==> src/rtl/button_monitor.sv <==
// button_monitor: per-bit two-flop synchroniser, debounce filter and one-cycle press pulse.
// Define BUTTON_MONITOR_RELEASE_EN to add the debounced release pulse output buttonRelease.
module button_monitor #(
    parameter int WIDTH           = 4,
    parameter int DEBOUNCE_CYCLES = 4
) (
    input  logic             clock,
    input  logic             reset,
    input  logic [WIDTH-1:0] buttonPress,
    output logic [WIDTH-1:0] buttonEdge
`ifdef BUTTON_MONITOR_RELEASE_EN
    ,
    output logic [WIDTH-1:0] buttonRelease
`endif
);

    localparam int            CW   = (DEBOUNCE_CYCLES > 1) ? $clog2(DEBOUNCE_CYCLES) : 1;
    localparam logic [CW-1:0] CMAX = CW'(DEBOUNCE_CYCLES - 1);

    logic [WIDTH-1:0] sync1;
    logic [WIDTH-1:0] sync2;

    always_ff @(posedge clock or posedge reset) begin
        if (reset) begin
            sync1 <= '0;
            sync2 <= '0;
        end else begin
            sync1 <= buttonPress;
            sync2 <= sync1;
        end
    end

    for (genvar g = 0; g < WIDTH; g++) begin : g_bit
        logic          db;
        logic [CW-1:0] cnt;
        logic          accept;
        logic          edge_q;

        // Accept once the synchronised level has differed for DEBOUNCE_CYCLES edges in a row.
        assign accept = (sync2[g] != db) && (cnt == CMAX);

        always_ff @(posedge clock or posedge reset) begin
            if (reset) begin
                db     <= 1'b0;
                cnt    <= '0;
                edge_q <= 1'b0;
            end else begin
                edge_q <= accept & sync2[g];
                if (accept) begin
                    db  <= sync2[g];
                    cnt <= '0;
                end else if (sync2[g] == db) begin
                    cnt <= '0;
                end else begin
                    cnt <= cnt + 1'b1;
                end
            end
        end

        assign buttonEdge[g] = edge_q;

`ifdef BUTTON_MONITOR_RELEASE_EN
        logic rel_q;

        always_ff @(posedge clock or posedge reset) begin
            if (reset) begin
                rel_q <= 1'b0;
            end else begin
                rel_q <= accept & ~sync2[g];
            end
        end

        assign buttonRelease[g] = rel_q;
`endif
    end

endmodule

==> config.mk <==
export PLATFORM = sky130hd
export DESIGN_NAME = button_monitor
export DESIGN_NICKNAME = d
export VERILOG_FILES = /design/src/rtl/button_monitor.sv
export SDC_FILE = /design/constraint.sdc
export NUM_CORES = 1
export LEC_CHECK = 0
export ABC_AREA = 1
export ABC_CLOCK_PERIOD_IN_PS = 900
export CORE_MARGIN = 8
export CORE_UTILIZATION = 47
export CTS_CLUSTER_DIAMETER = 80
export DETAILED_ROUTE_END_ITERATION = 10
export PLACE_DENSITY = 0.78
export RECOVER_POWER = 25
export REMOVE_ABC_BUFFERS = 1
export SYNTH_ARGS = -nofsm -noshare
export SYNTH_HDL_FRONTEND = slang
export SYNTH_SLANG_ARGS = --single-unit
==> constraint.sdc <==
create_clock -name clock -period 0.9 [get_ports clock]
set_input_delay 0.135 -clock clock [delete_from_list [all_inputs] [get_ports clock]]
set_output_delay 0.135 -clock clock [all_outputs]
set_load 0.01 [all_outputs]
== Word level (Yosys, flattened, before mapping) ==
Cells that the tools add are included.
Word-level totals
  register bits: 24
  input port bits: 6
  output and inout bits: 4
  word-level logic and storage cells: 46
Cells by class
  add/subtract/negate cells: 4
  eq/ne operators: 12
  muxes and demuxes: 8
  bitwise operators: 4
  reductions and logical operators: 4
Operators by type and width (number)
  $mux 2: 8
  $add 2x1->2 const B: 4
  $eq 2x2->1 const B: 4
  $and 1x1->1: 4
  $eq 1x1->1: 4
  $logic_and 1x1->1: 4
  $ne 1x1->1: 4

== Longest topological paths before layout ==
  depth in word-level cells: 3
  mapped depth: 4
  gate-level depth less buffers: 4

== Least setup slack after synthesis ==
No wires, ideal clock.
  kind: register to register
  start: reg g_bit[2].cnt[0]
  end: reg g_bit[2].cnt[0]
  data arrival time: 867 ps
  required time: 829 ps
  setup slack: -38 ps
  cell stages (with the launch flop): 4
  period minus slack after synthesis: 938 ps
  cells stage by stage: dfrtp_1 ha_1 or2_0 nor2_1
Between the ends
  cells in the longest elaborated chain, start to end: 3
RTL lines
  start: declaration: RTL line 35  | logic [CW-1:0] cnt;
  start signal: assignment: RTL line 55  | cnt <= cnt + 1'b1;
  $add 2x1->2 / $eq 2x2->1 (equally long branches): RTL line 55, 40
  $mux 2 / $logic_and 1x1->1 (equally long branches): RTL line 52, 40
  $mux 2 (*): RTL line 49  | if (accept) begin
Mark *: on every way between the ends. The rest lies on a longest branch, timed or not.
A chain may end at the register's enable or synchronous reset.

== Worst setup path in the final report ==
  start: reg g_bit[0].cnt[0]
  end: reg g_bit[0].cnt[0]
Between the ends
  cells in the longest elaborated chain, start to end: 3
RTL lines (RTL line)
  start: declaration: 35
  start signal: assignment: 55
  $add 2x1->2 / $eq 2x2->1 (equally long branches): 55, 40
  $mux 2 / $logic_and 1x1->1 (equally long branches): 52, 40
  $mux 2 (*): 49
Marks and branches as above.

==> results.py <==
metrics = {
    "global_route": {
        "grt_overflow": 0,
        "grtUsageTotal": 0.08973,
        "grt_pass1_wl_um": 2456,
        "grt_max_degree": 25,
        "antenna_found_initial": 0,
        "grt_pass1_vias": 598,
    },
    "sta": {
        "min_period_over_period": 1.068,
        "rsz0062_at_grt": "true",
        "finalHoldViolations": 0,
        "fmaxAchievable_mhz": 1040,
        "slew_headroom": 0.6296,
        "setup_ws_ns": -0.06128,
        "finalCriticalPeriod_ns": 0.9613,
        "slew_violations": 0,
        "tns_ns": -0.3723,
        "fin_skew_ns": 0.01031,
        "setup_viol": 10,
        "tightest_slew_ns": 0.5556,
    },
    "cts": {
        "cts_sinks": 24,
        "clk_path_buf_depth": 2,
        "cts_tree": "built",
        "clkTransAtPathRegs_ns": 0.12,
        "clock_latency_ns": 0.30,
        "cts-root-buf": "clkbuf_4",
        "cts_buffers": 3,
        "cts_max_level": 1,
        "hold_buffers": 0,
    },
    "place": {
        "dp_hpwl_um": 952.5,
        "placed_cells": 119,
        "portBuffers": 9,
        "place_congestion": 0.6304,
    },
    "job": {
        "cap_violations": 0,
    },
    "critical_path": {
        "worstPathRequired_ns": 1.15,
        "critPathCaptureType": "flip-flop",
        "worstPathArrival_ns": 1.21,
        "crit_type": "flip-flop to flip-flop",
        "start_kind": "flip-flop",
        "path_max_fanout": 4,
    },
    "routing": {
        "drtPass1Iterations": 2,
        "wl_per_cell_um": 11.30,
        "via_per_inst": 4.411,
        "postRouteAntennaNets": 0,
        "vias": 547,
        "remaining_drc_errors": 0,
        "routed_wl_um": 1401,
        "first_iter_violations": 2,
    },
    "hold_path": {
        "min_path_type": "input pin to flip-flop",
    },
    "status": {
        "failed_checks": "negative setup slack",
        "outcome": "finished with violations",
    },
    "power": {
        "leakage_nw": 0.5480,
        "peakVddDrop_v": 0.001273,
        "power.total_mw": 2.980,
        "pwr_density_cell_mw_per_mm2": 2664,
    },
    "final_layout": {
        "num_antenna_cells": 0,
        "fillers": 169,
        "final_nets": 108,
        "mostFrequentLayoutCells": "dfrtp_1, nand2_1, inv_1",
        "syn2layout_area_growth_pct": 24.34,
        "instances_no_fill": 124,
        "final_layout_size_suffix_gt1_frac": 0.2577,
        "mostFrequentLayoutCell": "dfrtp_1",
    },
    "synth": {
        "netlist_instances": 85,
        "ys_seq_area_frac": 0.6676,
        "ys_ff_latch": 24,
        "avgSynthCellArea_um2": 10.58,
        "synth.distinct_cells": 9,
        "yosys_warnings": 0,
        "syn_area_um2": 899.6,
    },
    "floorplan": {
        "core_area_mm2": 0.001882,
        "die_w_um": 59.75,
        "initial_core_util": 0.4781,
        "dieArea_mm2": 0.003570,
        "io_pins": 10,
        "num_rows": 16,
        "die_h_um": 59.75,
    },
}
==> kinds of logic (layout without fill, tap and decap cells) <==
group / after synthesis / in the layout / share of synthesized area
buf+inv: 17 / 29 / 0.08763
flops: 24 / 24 / 0.6676
simple gates: 36 / 36 / 0.1669
compound gates: 4 / 4 / 0.02225
fa+ha+maj: 4 / 4 / 0.05564
==> critical path, stage by stage, from the launching register on <==
cell and delay [ns]:
dfrtp_1 0.43, ha_4 0.19, or2_0 0.19, nor2_1 0.09
==> where the power goes <==
group | internal [mW] | switching [mW]
combinational | 0.453 | 0.446
sequential | 1.34 | 0.213
clock | 0.247 | 0.282
==> cell type report <==
cell class,instances,area [um^2],area share
flip-flops and latches,24,600.6,0.5369
multi-input cells,44,296.5,0.2651
clock buffers,4,36.28,0.03244
inverters,13,48.80,0.04362
well taps,27,33.78,0.03020
repair buffers,12,102.6,0.09172
==> path summary, 6_finish.rpt <==
kind,slack [ns],to,cells past startpoint,startpoint
max in group asynchronous,0.12,sync1[3]$_DFF_PP0_,3,reset
min in group asynchronous,0.40,g_bit[2].cnt[0]$_DFF_PP0_,3,reset
min,0.25,sync1[2]$_DFF_PP0_,1,buttonPress[2]
max,-0.06,g_bit[0].cnt[0]$_DFF_PP0_,3,g_bit[0].cnt[0]$_DFF_PP0_
max reg2reg,-0.06,g_bit[0].cnt[0]$_DFF_PP0_,3,g_bit[0].cnt[0]$_DFF_PP0_
min reg2reg,0.37,sync2[2]$_DFF_PP0_,0,sync1[2]$_DFF_PP0_
==> sequential cells by signal (all words and copies together), names as in the netlist <==
register      flops
sync1             4
g_bit.cnt         8
g_bit.db          4
sync2             4
g_bit.edge_q      4
==> repair_timing <==
item / in CTS / in global routing
buffers inserted: 1 / 0
setup endpoints to repair: 14 / 15
endpoints found under the hold margin: 0 / 0
pin swaps: 14 / 5
gates cloned: 0 / 0
gates resized for setup: 25 / 14
==> per-stage QoR <==
stage	hold WS [ns]	area [um^2]	utilization	setup slack (ns)
CTS	0.1492	1095	0.5818	-0.05242
detailed placement	0.3364	1021	0.5426	-0.1079
global placement	0.3314	1021	0.5426	-0.06314
floorplan	0.1496	869.6	-	-0.03780
global route	0.2390	1119	0.5944	-0.09845
finish	0.2508	1119	0.5944	-0.06128
==> per-layer routing <==
metal / GRT usage / wire, um
met1: 0.1072 / 604
met2: 0.1446 / 695
met3: 0.02581 / 74
met4: 0.04082 / 26
met5: 0 / 0
==> cell usage after synthesis <==
cell type	number	area share
nand2_1	20	0.083
ha_1	4	0.056
dfrtp_1	24	0.67
o21ai_0	4	0.022
inv_1	13	0.054
or2_0	4	0.028
buf_4	4	0.033
nor3_1	4	0.022
nor2_1	8	0.033
Power figures use the tool's default switching activity.
